[src/rtl/timer_unit_presc_mch.sv]
// ============================================================================
// Module   : timer_unit_presc_mch
// Brief    : Multi-channel prescaler bank; each channel counts to its compare
//            value and emits a 1-cycle tick, optionally one-shot.
//            Optional feature macro: TIMER_PRESC_CASCADE_EN (channel chaining).
// Revision : 1.0 - initial multi-channel release
// ============================================================================
`default_nettype none

module timer_unit_presc_mch #(
    parameter int NUM_CH = 2,
    parameter int CNT_W  = 32
) (
    input  logic                    clk_i,
    input  logic                    rst_ni,
    input  logic [NUM_CH-1:0]       enable_i,
    input  logic [NUM_CH-1:0]       reset_count_i,
    input  logic [NUM_CH-1:0]       write_i,
    input  logic [NUM_CH*CNT_W-1:0] write_value_i,
    input  logic [NUM_CH*CNT_W-1:0] compare_i,
    input  logic [NUM_CH-1:0]       oneshot_i,
    input  logic [NUM_CH-1:0]       cascade_i,
    output logic [NUM_CH*CNT_W-1:0] count_o,
    output logic [NUM_CH-1:0]       tick_o,
    output logic [NUM_CH-1:0]       done_o
);

    // Per-channel step qualifier: 1 normally, predecessor tick when chained.
    logic [NUM_CH-1:0] step;

`ifdef TIMER_PRESC_CASCADE_EN
    logic unused_cascade_bit0;
    assign unused_cascade_bit0 = cascade_i[0];
    assign step[0]             = 1'b1;

    for (genvar i = 1; i < NUM_CH; i++) begin : g_cascade
        assign step[i] = cascade_i[i] ? tick_o[i-1] : 1'b1;
    end
`else
    logic unused_cascade;
    assign unused_cascade = ^cascade_i;
    assign step           = '1;
`endif

    for (genvar i = 0; i < NUM_CH; i++) begin : g_ch
        logic [CNT_W-1:0] count_q, count_d;
        logic             tick_q, tick_d;
        logic             done_q, done_d;
        logic [CNT_W-1:0] wr_val;
        logic [CNT_W-1:0] cmp_val;
        logic             run;
        logic             inc_en;

        assign wr_val  = write_value_i[i*CNT_W +: CNT_W];
        assign cmp_val = compare_i[i*CNT_W +: CNT_W];
        assign run     = enable_i[i] & ~done_q;
        assign inc_en  = run & step[i];

        always_comb begin
            count_d = count_q;
            tick_d  = 1'b0;
            done_d  = done_q;

            // A pending tick wins over write so the period restarts cleanly.
            if (reset_count_i[i]) begin
                count_d = '0;
            end else if (tick_q) begin
                count_d = '0;
            end else if (write_i[i]) begin
                count_d = wr_val;
            end else if (inc_en) begin
                count_d = count_q + CNT_W'(1);
            end

            tick_d = run & (count_d >= cmp_val);

            if (oneshot_i[i] && tick_d) begin
                done_d = 1'b1;
            end else if (reset_count_i[i] || write_i[i]) begin
                done_d = 1'b0;
            end
        end

        always_ff @(posedge clk_i or negedge rst_ni) begin
            if (!rst_ni) begin
                count_q <= '0;
                tick_q  <= 1'b0;
                done_q  <= 1'b0;
            end else begin
                count_q <= count_d;
                tick_q  <= tick_d;
                done_q  <= done_d;
            end
        end

        assign count_o[i*CNT_W +: CNT_W] = count_q;
        assign tick_o[i]                 = tick_q;
        assign done_o[i]                 = done_q;
    end

endmodule

`default_nettype wire
[config.mk]
export PLATFORM = sky130hd
export DESIGN_NAME = timer_unit_presc_mch
export DESIGN_NICKNAME = d
export VERILOG_FILES = /design/src/rtl/timer_unit_presc_mch.sv
export SDC_FILE = /design/constraint.sdc
export NUM_CORES = 1
export LEC_CHECK = 0
export CAP_MARGIN = 20
export CORE_ASPECT_RATIO = 2
export CORE_UTILIZATION = 41
export CTS_CLUSTER_DIAMETER = 40
export DETAILED_ROUTE_END_ITERATION = 6
export PLACE_DENSITY_LB_ADDON = 0.08
export SLEW_MARGIN = 20
export SYNTH_ARGS = -nofsm -noshare
export SYNTH_HDL_FRONTEND = slang
export SYNTH_SLANG_ARGS = --single-unit
[constraint.sdc]
create_clock -name clk_i -period 2.9 [get_ports clk_i]
set_input_delay 0.725 -clock clk_i [delete_from_list [all_inputs] [get_ports clk_i]]
set_output_delay 0.725 -clock clk_i [all_outputs]
set_load 0.005 [all_outputs]
==> run_results.csv <==
group,metric,value,unit
power_and_ir_drop,p_per_area,343.0,nW/um^2
critical_path,worstReg2RegEnd,"g_ch[0].done_q",
floorplan,dieArea,13830,um^2
synthesis,synth.mux.area_fraction,1.648,%
synthesis,ys_types,48,
placement,port_buffers,205,
critical_path,worstSetupEndpoint,"g_ch[0].done_q",
floorplan,initial_core_util,42.08,%
critical_path,cp-start-kind,"register",
power_and_ir_drop,peakVddDrop,0.0002935,V
synthesis,synth_seq_cells,68,
sta,final.setup.tns,-0.6965,ns
clocking,clockBufferDepth,2,
finish,nNetsFinal,1194,
synthesis,syn-cell-area,5468,um^2
synthesis,ys_seq_area_share,31.12,%
drt,drt-vias-per-instance,5.322,
grt,grt_pass1_vias,6592,
sta,worstMarginPinSlew,0.7061,ns
job,drv_cap,0,
critical_path,cp.arrival,3.39,ns
sta,setup_ws,-0.2891,ns
critical_path,r2r_start,"g_ch[0].count_q[1]",
synthesis,synth_top_family_by_area,"simple AND/OR/NAND/NOR gates",
synthesis,yosysWarnings,0,
grt,antenna_found_initial,0,
min_path,hold_class,"in2async",
critical_path,r2r_setup_slack,-0.29,ns
sta,finalCritPeriodShare,110.0,%
placement,hpwl,15.31,mm
clocking,cts-root-buf,"clkbuf_16",
clocking,cts_tree,"done",
sta,finalCriticalPeriod,3.189,ns
drt,wire_per_inst,16.75,um
synthesis,ys.flop_type,"dfrtp_1",
clocking,cts.sinks,68,
floorplan,core,12990,um^2
drt,via_count,6083,
status,status,"finished, violations left",
synthesis,yosys.area_share.simple,19.93,%
clocking,cts-htree-levels,3,
floorplan,die_h,165.3,um
sta,finalClockSkew,0.01108,ns
drt,drtIter0Drc,200,
grt,grt_max_degree,42,
synthesis,synth_fa_ha_area_share,15.10,%
synthesis,avgSynthCellArea,8.310,um^2
clocking,clkLatencyLatePin,0.33,ns
critical_path,cp-end-kind,"register",
power_and_ir_drop,power.total,3.175,mW
drt,ant_nets,0,
sta,relSlewSlack,52.93,%
drt,dr.pass1.iters,4,
synthesis,async_flop_share,100.0,%
clocking,cts_buffers,9,
synthesis,synth_area_leaders,"dfrtp_1, ha_1, a21oi_1",
finish,syn_to_final_growth,69.29,%
critical_path,reg2regPathDepth,15,
sta,setup_viol,4,
placement,gp_congestion,0.8834,
finish,final_core_util,71.24,%
sta,rsz0062_at_grt,"true",
synthesis,yosys.area.top_type,"dfrtp_1",
synthesis,synth_compound_area_share,14.90,%
status,violations,"negative setup slack",
floorplan,fp.dieW,83.66,um
synthesis,synth_top_area_share,31.12,%
critical_path,worstSetupPathType,"reg2reg",
finish,final_common_cell,"clkdlybuf4s50_1",
synthesis,syn_nets,864,
clocking,path_clk_slew,0.05,ns
sta,hold_viol,0,
synthesis,synth_edf_count,0,
drt,wl,19.14,mm
power_and_ir_drop,p_leak,4.364,nW
sta,drv_slew,0,
finish,drive_gt1_share,22.22,%
grt,grt_overflow,0,
floorplan,pin_count,208,
synthesis,synth-xor-area-share,9.611,%
critical_path,cp-startpoint,"g_ch[0].count_q[1]",
critical_path,cp.required,3.10,ns
drt,post-route-drc-count,0,
critical_path,critPathMaxFanout,4,
floorplan,rows,59,
synthesis,syn_inst,658,
sta,fmax,313.6,MHz
clocking,ctsHoldBuffers,0,
grt,grt_pass1_wl,30.39,mm
grt,grt_usage,27.86,%
finish,layout_common_cells,"clkdlybuf4s50_1, buf_4, inv_1",
## final cells by class
cell class / count / area (um^2)
diodes: 1 / 2.502
clock buffers: 11 / 252.7
clock inverters: 2 / 12.51
fillers: 1027 / 3736
inverters: 76 / 285.3
multi-input cells: 485 / 3626
flip-flops and latches: 68 / 1702
well taps: 152 / 190.2
repair buffers: 348 / 3186
## cells in the mapped netlist (2+ instances only)
cell type / number
nand3_1: 23
clkinv_1: 2
a221oi_1: 2
nor4_4: 2
a31oi_1: 3
o211ai_1: 2
ha_1: 66
a211oi_1: 14
and2_1: 7
nor2_1: 57
and3_1: 6
or2_2: 3
dfrtp_1: 68
clkbuf_1: 20
xnor2_1: 34
nand2_1: 47
buf_4: 4
a211o_1: 2
o21bai_1: 2
and4_1: 11
xor2_1: 26
a21o_1: 4
mux2i_1: 9
inv_1: 74
nor3_2: 4
o21ai_0: 48
nor4_1: 3
buf_2: 3
or3_1: 2
nand2b_1: 3
a21oi_1: 66
nor2b_1: 4
nand4_1: 17
nor3_1: 6
## per-stage QoR
stage                     worst slack, ns  instances  hold slack, ns  area (um^2)
after global placement             -1.060       1107          0.5838         8605
after detailed placement           -1.156       1107          0.6109         8605
after floorplan                   -0.1835        658          0.4294         5539
after CTS                         -0.2499       1135          0.4700         9117
after global routing              -0.4967       1142          0.4950         9254
final                             -0.2891       1143          0.4438         9256
## report_power, final
part	total [mW]	leakage [nW]	internal, mW	switching (mW)
registers	1.08	0.898	1.02	0.0569
logic	1.09	3.34	0.621	0.467
clock network	1.01	0.129	0.609	0.401
## cells by family (layout without fill, tap and decap cells)
family,count (synthesis),in the layout
AND/OR/NAND/NOR,204,204
AO/OA/AOI/OAI,146,146
buffers and inverters,105,437
flip-flops,68,68
adder cells (fa/ha/maj),66,66
XOR/XNOR,60,60
multiplexers,9,9
other,0,1
## registers in the layout, indices dropped and copies added (netlist names)
register and flops:
g_ch.count_q 64, g_ch.done_q 2, g_ch.tick_q 2
## worst min path at each step
stage,start,to,slack [ns],depth (start not counted)
floorplan,rst_ni,g_ch[0].count_q[0],0.43,0
global placement,g_ch[1].done_q,g_ch[1].done_q,0.58,3
detailed placement,g_ch[1].done_q,g_ch[1].done_q,0.61,3
CTS,rst_ni,g_ch[1].count_q[20],0.47,1
global route,rst_ni,g_ch[1].count_q[20],0.49,1
finish,rst_ni,g_ch[1].count_q[20],0.44,1
## critical path, cell delays in order (launching register included)
cell and delay, ns:
dfrtp_1 0.37, ha_2 0.21, and4b_1 0.21, nor3b_4 0.20
and2_4 0.22, buf_4 0.13, nand3_1 0.08, xor2_1 0.16
a21oi_1 0.23, ha_1 0.28, nand4_1 0.15, nor2_1 0.07
a221oi_1 0.28, o211ai_1 0.14, a31oi_1 0.21, o32ai_1 0.12
## routing by layer
layer | vias up | part of all wire, % | GRT usage (%)
met5 | - | 0 | 0
met4 | 0 | 5.5 | 17.64
met3 | 70 | 4.3 | 4.324
met2 | 220 | 56 | 55.10
met1 | 2861 | 34 | 26.06
li1 | 2932 | - | -
## repair_timing
item                                    in CTS  in global routing
setup buffers                               16                  7
resized for setup                           48                 15
endpoints found under the setup margin       4                  4
cloned                                       1                  0
pin swaps                                   46                 11
No activity file was read; power rests on OpenSTA's default activity.
